===== src/rtl/regfile_write_arbiter.sv =====
// Two-source writeback arbiter for a 16-entry register file: one holding buffer per
// source, oldest-first grant, registered one-hot write enable and a pending-write scoreboard.
module regfile_write_arbiter #(
   parameter int NUM_REGS    = 16,
   parameter int DATA_W      = 16,
   parameter bit TIE_PRIO_B  = 1'b1,
   parameter bit ZERO_REG_RO = 1'b1
) (
   input  logic                clk,
   input  logic                rst,
   input  logic                a_valid,
   output logic                a_ready,
   input  logic [3:0]          a_reg,
   input  logic [DATA_W-1:0]   a_data,
   input  logic                b_valid,
   output logic                b_ready,
   input  logic [3:0]          b_reg,
   input  logic [DATA_W-1:0]   b_data,
   output logic [NUM_REGS-1:0] WriteReg,
   output logic [DATA_W-1:0]   D,
   output logic [NUM_REGS-1:0] pending,
   output logic [15:0]         stall_cnt
);

   logic              hold_a_valid, hold_b_valid;
   logic [3:0]        hold_a_reg, hold_b_reg;
   logic [DATA_W-1:0] hold_a_data, hold_b_data;
   logic              b_first;

   logic              grant_a, grant_b, load_a, load_b, keep_a, keep_b;
   logic              issue, stall;
   logic [3:0]        grant_reg;
   logic [DATA_W-1:0] grant_data;

   function automatic logic [NUM_REGS-1:0] onehot(input logic [3:0] r);
      onehot = NUM_REGS'(1) << r;
   endfunction

   // Writes to a read-only register 0 are swallowed: never issued, never pending.
   function automatic logic live(input logic v, input logic [3:0] r);
      live = v && !(ZERO_REG_RO && (r == 4'd0));
   endfunction

   // b_first marks hold B as the older entry; it only matters while both holds are full.
   always_comb begin
      grant_a    = hold_a_valid && (!hold_b_valid || !b_first);
      grant_b    = hold_b_valid && (!hold_a_valid || b_first);
      a_ready    = !hold_a_valid || grant_a;
      b_ready    = !hold_b_valid || grant_b;
      load_a     = a_valid && a_ready;
      load_b     = b_valid && b_ready;
      keep_a     = hold_a_valid && !grant_a;
      keep_b     = hold_b_valid && !grant_b;
      grant_reg  = grant_b ? hold_b_reg : hold_a_reg;
      grant_data = grant_b ? hold_b_data : hold_a_data;
      issue      = (grant_a || grant_b) && live(1'b1, grant_reg);
      stall      = (a_valid && !a_ready) || (b_valid && !b_ready);
   end

   always_ff @(posedge clk or posedge rst) begin
      if (rst) begin
         hold_a_valid <= 1'b0;
         hold_b_valid <= 1'b0;
         hold_a_reg   <= '0;
         hold_b_reg   <= '0;
         hold_a_data  <= '0;
         hold_b_data  <= '0;
         b_first      <= 1'b0;
         WriteReg     <= '0;
         D            <= '0;
         stall_cnt    <= '0;
      end else begin
         hold_a_valid <= load_a || keep_a;
         hold_b_valid <= load_b || keep_b;
         if (load_a) begin
            hold_a_reg  <= a_reg;
            hold_a_data <= a_data;
         end
         if (load_b) begin
            hold_b_reg  <= b_reg;
            hold_b_data <= b_data;
         end
         // A side that loads while the other side stays held is the younger one.
         if (load_a && load_b)
            b_first <= TIE_PRIO_B;
         else if (load_b && keep_a)
            b_first <= 1'b0;
         else if (load_a && keep_b)
            b_first <= 1'b1;
         WriteReg <= issue ? onehot(grant_reg) : '0;
         if (issue)
            D <= grant_data;
         if (stall && (stall_cnt != 16'hFFFF))
            stall_cnt <= stall_cnt + 16'd1;
      end
   end

   assign pending = (live(hold_a_valid, hold_a_reg) ? onehot(hold_a_reg) : '0)
                  | (live(hold_b_valid, hold_b_reg) ? onehot(hold_b_reg) : '0)
                  | WriteReg;

endmodule


===== config.mk =====
export PLATFORM = sky130hd
export DESIGN_NAME = regfile_write_arbiter
export DESIGN_NICKNAME = d
export VERILOG_FILES = /design/src/rtl/regfile_write_arbiter.sv
export SDC_FILE = /design/constraint.sdc
export NUM_CORES = 1
export LEC_CHECK = 0
export ABC_AREA = 0
export CORE_UTILIZATION = 35
export DETAILED_ROUTE_END_ITERATION = 8
export PLACE_DENSITY_LB_ADDON = 0.2
export SYNTH_ARGS = -nofsm -noshare
export SYNTH_HDL_FRONTEND = slang
export SYNTH_SLANG_ARGS = --single-unit

===== constraint.sdc =====
create_clock -name clk -period 5.5 [get_ports clk]
set_clock_uncertainty 0.05 [all_clocks]
set_input_delay 1.1 -clock clk [delete_from_list [all_inputs] [get_ports clk]]
set_output_delay 1.1 -clock clk [all_outputs]
set_load 0.005 [all_outputs]

### Yosys cells after proc, flatten, opt, wreduce, memory -nomap -nowiden

Index checks and enable logic that the tools add are counted.
W data, S select, Z words.

* input bits: 44
* logic and storage cells: 62
* output and inout bits: 66
* register bits: 91

* shift-type cells: 3
* bitwise gates (word level): 2
* equality and inequality tests: 1
* muxes and demuxes: 8
* add/subtract/negate cells: 1
* reduce and logical (&&, ||, !) cells: 37

Operators with widths (number)
* $mux W16: 4
* $shl A1 B4 Y16 const A: 3
* $or A16 B16 Y16: 2
* $add A16 B1 Y16 const B: 1
* $ne A16 B16 Y1 const B: 1
* $logic_and A1 B1 Y1: 15
* $logic_not A4 Y1: 3
* $logic_not A1 Y1: 10
* $logic_or A1 B1 Y1: 8
* $mux W4: 1
* $mux W1: 3
* $reduce_bool A3 Y1: 1

### Logic depth before layout (Yosys ltp)

Gate-level depths: netlist (run 1).

* word-level depth: 9
* mapped depth: 6
* depth with buffers taken out: 5

### Least setup slack after synthesis (run 1)

OpenSTA, ideal clock, no wires.

* path type: reg-to-output
* start: reg hold_b_valid
* end: out pending[8]
* required time: 4350 ps
* stages on the path, launching flop included: 6
* slack: 2978 ps
* arrival: 1372 ps
* path buffers: 1
* path through: dfrtp_1 clkbuf_1 inv_1 or3_1 nor3_1 or3_1

* cells in the longest elaborated chain, start to end: 4

Ends and longest elaborated chain
* start: declaration: RTL line 25 `logic hold_a_valid, hold_b_valid;`
* start signal: assignment: RTL line 74 `hold_b_valid <= load_b || keep_b;`
* $logic_and A1 B1 Y1: RTL line 41 `live = v && !(ZERO_REG_RO && (r == 4'd0));`
* $mux W16: RTL line 99 `| (live(hold_b_valid, hold_b_reg) ? onehot(hold_b_reg) : '0)`
* $or A16 B16 Y16: RTL line 99
* $or A16 B16 Y16: RTL line 100 `| WriteReg;`
* end: declaration: RTL line 21 `output logic [NUM_REGS-1:0] pending,`

Every way passes these cells.

### Worst setup path in the final report (run 1)

Same ends and word-level chain as after synthesis.

==> results of run 1 <==
==> per-stage QoR <==
step,util,setup WS [ns],std cells
floorplan,-,1.99,371
finish,0.491,2.03,623
global placement,0.465,2.45,607
global route,0.491,1.91,623
detailed placement,0.465,2.42,607
CTS,0.491,2.08,623
==> cell usage in the layout (no fill, tap or decap), types with 4 or more instances in the layout <==
master / n
a21oi_1: 4
a31oi_1: 5
and3_1: 4
clkbuf_16: 9
clkdlybuf4s50_1: 109
clkinvlp_4: 4
dfrtp_1: 91
inv_1: 6
mux2_2: 41
mux2i_1: 17
nand2_1: 28
nand2b_1: 8
nand3_1: 10
nand4_1: 5
nor2_1: 32
nor3_1: 22
o21ai_0: 29
or3_1: 5
xnor2_1: 8
==> layout make-up <==
class                      instances  area [um2]
timing repair buffer             112        1110
sequential                        91        2280
fill                            1043        5830
inverter                           7        27.5
clock inverter                     6        65.1
multi-input combinational        254        1730
tap                              143         179
clock buffer                      10         239
==> critical path, delay by kind of cell (launching register included) <==
kind | cells | cell delay, ns
simple gates | 3 | 0.69
buf+inv | 2 | 0.68
flops | 1 | 0.62
==> worst paths after layout <==
check                                       start                          end  slack (ns)
setup / recovery           hold_b_valid$_DFF_PP0_                   pending[8]        2.03
setup reg to reg           hold_b_valid$_DFF_PP0_    hold_b_reg[3]$_DFFE_PP0N_        3.00
max in group asynchronous                     rst  hold_a_data[11]$_DFFE_PP0P_        3.16
hold / removal                   D[9]$_DFFE_PP0P_             D[9]$_DFFE_PP0P_        0.43
hold reg to reg                  D[9]$_DFFE_PP0P_             D[9]$_DFFE_PP0P_        0.43
min in group asynchronous                     rst        WriteReg[0]$_DFF_PP0_        1.26
==> report_power, final <==
group | internal, uW | switching [uW]
Clock | 363 | 255
Sequential | 813 | 128
Combinational | 369 | 261
Total | 1550 | 643
==> routing by layer <==
metal	vias to the layer above	global-route usage
li1	1517	-
met1	1563	0.225
met5	-	0
met3	6	0.0390
met4	0	0.0533
met2	106	0.264
==> logic make-up (layout without fill, tap and decap cells) <==
logic type                 after synthesis  count (layout)
xor gates and xnor gates                11              11
DFF                                     91              91
buffers and inverters                   26             135
AOI/OAI and AO/OA                       50              50
muxes                                   59              59
adders and majority gates                1               1
other                                    1               1
and+or+nand+nor                        132             132
==> metrics.md, run 1 <==
| Metric | Value |
|---|---|
| CP max stage delay | `0.62 ns` |
| Met1 wire length | `4.57 mm` |
| DR vias/cell | `5.12` |
| Fmax | `289 MHz` |
| Vias in the first global route | `3189` |
| Sequential share of the synthesized area | `0.552` |
| Commonest cells post-synth | `91 x dfrtp_1, 41 x mux2_2, 32 x nor2_1` |
| Io pins | `110` |
| Initial cell density of the core | `0.360` |
| DP Area | `5330 um2` |
| Simple-gate portion of the synthesized area | `0.162` |
| Core box area | `11500 um2` |
| Final count of negative-setup-slack endpoints | `0` |
| CTS tree | `yes` |
| Area grow syn2layout | `36.4%` |
| Final net count | `520` |
| Yosys top cell by area | `dfrtp_1` |
| Post-Syn Area | `4130 um2` |
| Setup TNS | `0 ns` |
| Post-CTS Setup Repair Bufs | `0` |
| Critical-path top delay cell | `dfrtp_1` |
| Xor-xnor portion of the synthesized cell area | `0.0233` |
| Hold Path Cell Cnt | `2` |
| H-tree Lvls | `3` |
| Critical path data required time | `4.35 ns` |
| Clk sinks | `91` |
| Synth Area in Compound Gates | `0.0736` |
| EDFF count, synth | `0` |
| Least-Margin Pin Slew | `1.02 ns` |
| Top cell type's share of synthesized area | `0.552` |
| Die Footprint | `12200 um2` |
| WL met2 | `4.80 mm` |
| Hold WS | `0.434 ns` |
| GRT Resource Usage Total | `0.166` |
| First-pass GRT wire length | `16.1 mm` |
| Total CTS buffers | `9` |
| Core Rows | `39` |
| GP Congestion | `0.872` |
| Post-Synth Adder-Cell Area | `0.00303` |
| Critical path class | `reg -> out` |
| Crit Path Max Fanout | `14` |
| Final worst path period share | `0.630` |
| Longest Clk Path Bufs | `2` |
| Status | `finished, final reports clean` |
| WL met3 | `472 um` |
| Synthesized net count | `416` |
| DR iter-0 viols | `176` |
| RSZ-0062 raised after global routing | `false` |
| Synth unique cells | `47` |
| # port buffers | `109` |
| DRC | `0` |
| Worst-path clk slew | `0.07 ns` |
| Largest family of logic cells by synthesized area | `simple AND/OR/NAND/NOR gates` |
| Synth warn | `0` |
| Leakage | `0.00233 uW` |
| Routed Antenna Nets | `0` |
| Pwr Total | `2190 uW` |
| Reg2Reg Depth | `4` |
| Final min period | `3.47 ns` |
| Detailed Route WL | `9.92 mm` |
| Critical Path Start Type | `register` |
| Pre-antenna DRT Iters | `4` |
| Die W | `111 um` |
| Mux contribution to synthesized area | `0.157` |
| WL/cell | `15.9 um` |
| # hold bufs at CTS | `0` |
| VDD IR-drop max | `0.163 mV` |
| Most used cell, CP | `or3_1` |
| Initial antenna violation count | `0` |
| Fin. Hold Viols | `0` |
| Global route total overflow | `0` |
| Worst hold path type | `reg -> reg` |
| MaxCap Viol Count | `0` |
| Relative slew margins | `0.316` |
| Post-synthesis async set-or-reset flop share | `1.00` |
| Pwr dens | `389 nW/um2` |
| Critical path arrival | `2.32 ns` |
| Vias after detailed routing | `3192` |
| Top-count cell post-synth | `dfrtp_1` |
| Synth Register Bits | `91` |
| Max-slew violation total from the final report | `0` |
| Largest cells by area after synthesis | `dfrtp_1 55%, mux2_2 11%, mux2i_1 4.1%` |
| Worst path cell trace | `inv_1 -> or3_1 -> nor3_1 -> or3_1 -> clkdlybuf4s50_1` |
| Gate Count Post-Synth | `371` |
| Number of inserted diodes | `0` |
| Layout cells sized above 1 | `0.150` |
| Final non-filler cell area | `5630 um2` |
| Clock Tree Root | `clkbuf_16` |
| Dominant synthesized flop cell | `dfrtp_1` |
| Largest net degree at the start of global routing | `58` |
| Critical Path Sink Type | `output port` |
| PostCTS Resize Cnt | `0` |
| Chip height | `111 um` |
| Hpwl dp | `6.90 mm` |
| Top Metal Used | `met4` |
| Avg Cell Area, Syn | `11.1 um2` |
| Later-pin clock latency in the skew report | `0.33 ns` |
(Power assumes the default switching activity.)
==> inputs of run 2 (changes only) <==
==> constraint.sdc (replaced) <==
create_clock -name clk -period 3.25 [get_ports clk]
set_clock_uncertainty 0.05 [all_clocks]
set_input_delay 0.65 -clock clk [delete_from_list [all_inputs] [get_ports clk]]
set_output_delay 0.65 -clock clk [all_outputs]
set_load 0.005 [all_outputs]
==> run 2 against run 1 <==
Non-clock buffer count up 3. Count of clock-buffer cells in the layout up 1. Sequential share of layout area down 0.25 points. First-iteration DRC count down 28%. Total power up 70%. Die area unchanged. Via count up 0.72%. Cell area up 0.62%. Hold slack worse by 0.0035 ns. Global-route usage up 0.20 points. Register-to-register slack worse by 1.8 ns. Critical endpoint unchanged. Highest routed layer unchanged.
==> metrics.md, run 2 (synthesized netlist as in run 1, its figures left out) <==
| Metric | Value |
|---|---|
| GP Congestion | `0.866` |
| Area grow syn2layout | `37.3%` |
| Vias after detailed routing | `3215` |
| Pwr dens | `658 nW/um2` |
| Global route total overflow | `0` |
| Critical Path Start Type | `register` |
| CP max stage delay | `0.60 ns` |
| Clk sinks | `91` |
| Chip height | `111 um` |
| Setup TNS | `0 ns` |
| Routed Antenna Nets | `0` |
| Internal | `2630 uW` |
| Layout cells sized above 1 | `0.153` |
| Die Footprint | `12200 um2` |
| Commonest non-fill, non-tap cell in the layout | `clkdlybuf4s50_1` |
| Critical path class | `reg -> out` |
| Seq pwr share | `0.425` |
| Total CTS buffers | `9` |
| DR vias/cell | `5.14` |
| Final count of negative-setup-slack endpoints | `0` |
| H-tree Lvls | `3` |
| Max-slew violation total from the final report | `0` |
| Final net count | `523` |
| Hold WS | `0.430 ns` |
| DR iter-0 viols | `126` |
| Post-CTS Setup Repair Bufs | `0` |
| Worst path cell trace | `inv_1 -> or3_1 -> nor3_1 -> or3_1 -> clkdlybuf4s50_1` |
| Relative slew margins | `0.480` |
| Worst-path clk slew | `0.06 ns` |
| Detailed Route WL | `9.99 mm` |
| Final non-filler cell area | `5670 um2` |
| Initial antenna violation count | `0` |
| VDD IR-drop max | `0.268 mV` |
| Later-pin clock latency in the skew report | `0.34 ns` |
| Most frequent cells in the layout | `109 x clkdlybuf4s50_1, 91 x dfrtp_1, 41 x mux2_2, 32 x nor2_1, 29 x o21ai_0` |
| WL/cell | `16.0 um` |
| Most used cell, CP | `or3_1` |
| Least-Margin Pin Slew | `0.771 ns` |
| Clock power share | `0.286` |
| PostCTS Resize Cnt | `0` |
| DP Area | `5360 um2` |
| Final worst path period share | `0.920` |
| Critical Path Sink Type | `output port` |
| P_sw | `1100 uW` |
| Die W | `111 um` |
| Final min period | `2.99 ns` |
| Core Rows | `39` |
| First-pass GRT wire length | `16.4 mm` |
| # hold bufs at CTS | `0` |
| Number of inserted diodes | `0` |
| Initial cell density of the core | `0.360` |
| RSZ-0062 raised after global routing | `false` |
| Fillers | `1053` |
| Hpwl dp | `6.76 mm` |
| Worst hold path type | `reg -> reg` |
| Leakage | `0.00236 uW` |
| GRT Resource Usage Total | `0.168` |
| Io pins | `110` |
| Net Sw Frac | `0.295` |
| # port buffers | `109` |
| Clock Tree Root | `clkbuf_16` |
| CTS tree | `yes` |
| Largest net degree at the start of global routing | `92` |
| DRC | `0` |
| Critical path data required time | `2.55 ns` |
| Fin. Hold Viols | `0` |
| Fmax | `334 MHz` |
| Vias in the first global route | `3188` |
| Core box area | `11500 um2` |
| Longest Clk Path Bufs | `2` |
| Critical path arrival | `2.29 ns` |
| Crit Path Max Fanout | `14` |
| Critical-path top delay cell | `dfrtp_1` |
| MaxCap Viol Count | `0` |
| Status | `finished, final reports clean` |
| Comb power frac | `0.289` |
| Pre-antenna DRT Iters | `4` |
[run 2: cell types whose count changed in the layout (fill, tap and decap cells not counted), sizes merged]
cell      previous run  this run
buf                  3         6
clkbuf              10        11
clkinv               2         4
clkinvlp             4         0
inv                  6         7
[run 2: final cells by class]
class	instances	area (um2)	area share
Sequential cell	91	2280	0.402
Inverter	7	27.5	0.00486
Clock buffer	11	243	0.0428
Multi-Input combinational cell	254	1730	0.306
Clock inverter	5	61.3	0.0108
Timing Repair Buffer	115	1150	0.203
Tap cell	143	179	0.0316
[run 2: stage by stage]
stage | util | power, uW | setup WS (ns) | cells
after floorplan | - | 2100 | 0.186 | 371
after global placement | 0.468 | 2660 | 0.647 | 610
after detailed placement | 0.468 | 2690 | 0.625 | 610
after CTS | 0.494 | 3770 | 0.269 | 626
after global routing | 0.494 | 3930 | 0.164 | 626
final | 0.494 | 3730 | 0.259 | 626
[run 2: path summary, 6_finish.rpt]
path | startpoint | depth (start not counted) | end | slack [ns]
hold reg to reg | D[14]$_DFFE_PP0P_ | 2 | D[14]$_DFFE_PP0P_ | 0.43
setup reg to reg | stall_cnt[1]$_DFFE_PP0P_ | 5 | stall_cnt[1]$_DFFE_PP0P_ | 1.17
min in group asynchronous | rst | 3 | WriteReg[0]$_DFF_PP0_ | 0.69
setup / recovery | hold_b_valid$_DFF_PP0_ | 5 | pending[8] | 0.26
max in group asynchronous | rst | 3 | WriteReg[14]$_DFF_PP0_ | 2.09
hold / removal | D[14]$_DFFE_PP0P_ | 2 | D[14]$_DFFE_PP0P_ | 0.43
[run 2: worst max-delay path: cells and delay by family (launching register included)]
kind,cells,cell delay (ns)
simple gates,3,0.66
flops,1,0.60
buf+inv,2,0.69
[run 2: per-layer routing]
| layer | vias up | GRT usage | part of all wire | routed length, um |
|---|---|---|---|---|
| li1 | 1519 | - | - | - |
| met3 | 13 | 0.0274 | 0.045 | 450 |
| met5 | - | 0 | 0 | 0 |
| met4 | 0 | 0.0836 | 0.017 | 174 |
| met1 | 1585 | 0.224 | 0.47 | 4650 |
| met2 | 98 | 0.266 | 0.47 | 4720 |
[run 2: power by group through the flow]
stage               registers, uW  clock network [uW]  logic [uW]
finish                       1580                1070        1080
global route                 1620                1140        1170
global placement             1590                   0        1070
CTS                          1580                1100        1090
detailed placement           1600                   0        1090
floorplan                    1540                   0         560
==> inputs of run 3 (changes only) <==
--- a/config.mk
+++ b/config.mk
@@ -8,6 +8,7 @@
 export ABC_AREA = 0
 export CORE_UTILIZATION = 35
 export DETAILED_ROUTE_END_ITERATION = 8
+export GPL_TIMING_DRIVEN = 0
 export PLACE_DENSITY_LB_ADDON = 0.2
 export SYNTH_ARGS = -nofsm -noshare
 export SYNTH_HDL_FRONTEND = slang
==> run 3 against run 2 <==
Hold slack about the same. Combinational power up 6%. Cell area up 1.5%. Die area unchanged. Wire length up 0.76%. Register-to-register slack about the same. Clock power up 7%. Critical path type unchanged.
==> metrics.md, run 3 (synthesized netlist as in run 1, its figures left out) <==
| Metric | Value |
|---|---|
| Status | `finished, final reports clean` |
| H-tree Lvls | `3` |
| Critical path data required time | `2.55 ns` |
| Leakage | `0.00241 uW` |
| Vias in the first global route | `3254` |
| Vias after detailed routing | `3265` |
| Io pins | `110` |
| Setup TNS | `0 ns` |
| Detailed Route WL | `10.1 mm` |
| Critical Path Sink Type | `output port` |
| Least-Margin Pin Slew | `0.789 ns` |
| CP startpoint | `hold_b_valid$_DFF_PP0_` |
| Fillers | `1065` |
| R2R setup slack | `1.17 ns` |
| # port buffers | `109` |
| Chip height | `111 um` |
| Relative slew margins | `0.467` |
| MaxCap Viol Count | `0` |
| Final core utilization | `0.502` |
| Global route total overflow | `0` |
| Critical path arrival | `2.32 ns` |
| R2r startpoint | `stall_cnt[0]$_DFFE_PP0P_` |
| Final worst path period share | `0.928` |
| DR vias/cell | `5.11` |
| Initial cell density of the core | `0.360` |
| # hold bufs at CTS | `0` |
| Largest net degree at the start of global routing | `63` |
| Hold WS | `0.430 ns` |
| DRC | `0` |
| WL/cell | `15.8 um` |
| RSZ-0062 raised after global routing | `false` |
| GP Congestion | `0.808` |
| Hpwl dp | `7.24 mm` |
| Area grow syn2layout | `39.4%` |
| Reg2Reg Depth | `5` |
| Later-pin clock latency in the skew report | `0.34 ns` |
| DR iter-0 viols | `105` |
| Clock Tree Root | `clkbuf_16` |
| Final count of negative-setup-slack endpoints | `0` |
| Worst hold path type | `reg -> reg` |
| Critical Path Start Type | `register` |
| Routed Antenna Nets | `0` |
| VDD IR-drop max | `0.345 mV` |
| FF-to-FF End | `stall_cnt[1]$_DFFE_PP0P_` |
| Longest Clk Path Bufs | `2` |
| Die W | `111 um` |
| Worst-path clk slew | `0.07 ns` |
| Number of inserted diodes | `0` |
| Core box area | `11500 um2` |
| Total CTS buffers | `9` |
| Most frequent cells in the layout | `109 x clkdlybuf4s50_1, 91 x dfrtp_1, 41 x mux2_2, 32 x nor2_1, 29 x o21ai_0` |
| Fin. Hold Viols | `0` |
| Critical path class | `reg -> out` |
| CTS tree | `yes` |
| Pwr dens | `668 nW/um2` |
| Final net count | `536` |
| Layout cells sized above 1 | `0.165` |
| Setup crit end | `pending[8]` |
| Final min period | `3.02 ns` |
| Crit Path Max Fanout | `14` |
| Pre-antenna DRT Iters | `4` |
| Fmax | `331 MHz` |
| Max-slew violation total from the final report | `0` |
| Initial antenna violation count | `0` |
| Core Rows | `39` |
| GRT Resource Usage Total | `0.172` |
| Clk sinks | `91` |
| Pwr Total | `3850 uW` |
| Commonest non-fill, non-tap cell in the layout | `clkdlybuf4s50_1` |
| Die Footprint | `12200 um2` |
| First-pass GRT wire length | `16.5 mm` |
run 3: changes by cell type in the layout (fill, tap and decap cells not counted), sizes merged:
cell,change
clkinvlp,+1
bufinv,+1
buf,+7
clkbuf,+4
inv,+3
clkinv,-3
run 3: worst max-delay path, stage by stage, from the launching register on:
cell and delay, ns:
dfrtp_1 0.61, inv_1 0.18, or3_1 0.42, nor3_1 0.14, or3_1 0.13, clkdlybuf4s50_1 0.49
run 3: worst min path at each step:
| stage | start | endpoint | slack [ns] | cells after the start |
|---|---|---|---|---|
| floorplan | D[2]$_DFFE_PP0P_ | D[2]$_DFFE_PP0P_ | 0.42 | 2 |
| global placement | D[13]$_DFFE_PP0P_ | D[13]$_DFFE_PP0P_ | 0.41 | 2 |
| detailed placement | D[8]$_DFFE_PP0P_ | D[8]$_DFFE_PP0P_ | 0.42 | 2 |
| CTS | D[11]$_DFFE_PP0P_ | D[11]$_DFFE_PP0P_ | 0.44 | 2 |
| global route | D[13]$_DFFE_PP0P_ | D[13]$_DFFE_PP0P_ | 0.46 | 2 |
| finish | D[11]$_DFFE_PP0P_ | D[11]$_DFFE_PP0P_ | 0.43 | 2 |
run 3: what timing repair did:
action,4_1_cts,5_1_grt
setup buffers,0,0
resized for setup,0,0
endpoints found under the setup margin,0,7
run 3: final cells by class:
class,instances,area [um2],share of cell area
buffer,18,90.1,0.0157
sequential,91,2280,0.396
multi-input combinational,254,1730,0.301
tap,143,179,0.0311
inverter,7,28.8,0.00500
clock buffer,9,225,0.0391
timing repair buffer,110,1120,0.194
clock inverter,7,105,0.0183
run 3: layer usage:
layer	vias to the layer above	wire, um	GRT usage
met5	-	0	0
met4	0	183	0.0818
met3	11	449	0.0346
met2	98	4860	0.275
met1	1604	4570	0.223
li1	1552	-	-
run 3: through the flow:
step	worst slack (ns)	cell area (um2)	instances
after CTS	0.0476	5760	640
after global routing	0.00409	5760	639
after global placement	-1.30	5400	623
after floorplan	0.186	4130	371
after detailed placement	0.433	5430	624
final	0.233	5760	639
run 3: power by group:
group          switching (uW)  internal [uW]  total [uW]
Sequential                170           1380        1550
Clock                     467            686        1150
Combinational             498            649        1150
Total                    1130           2710        3850
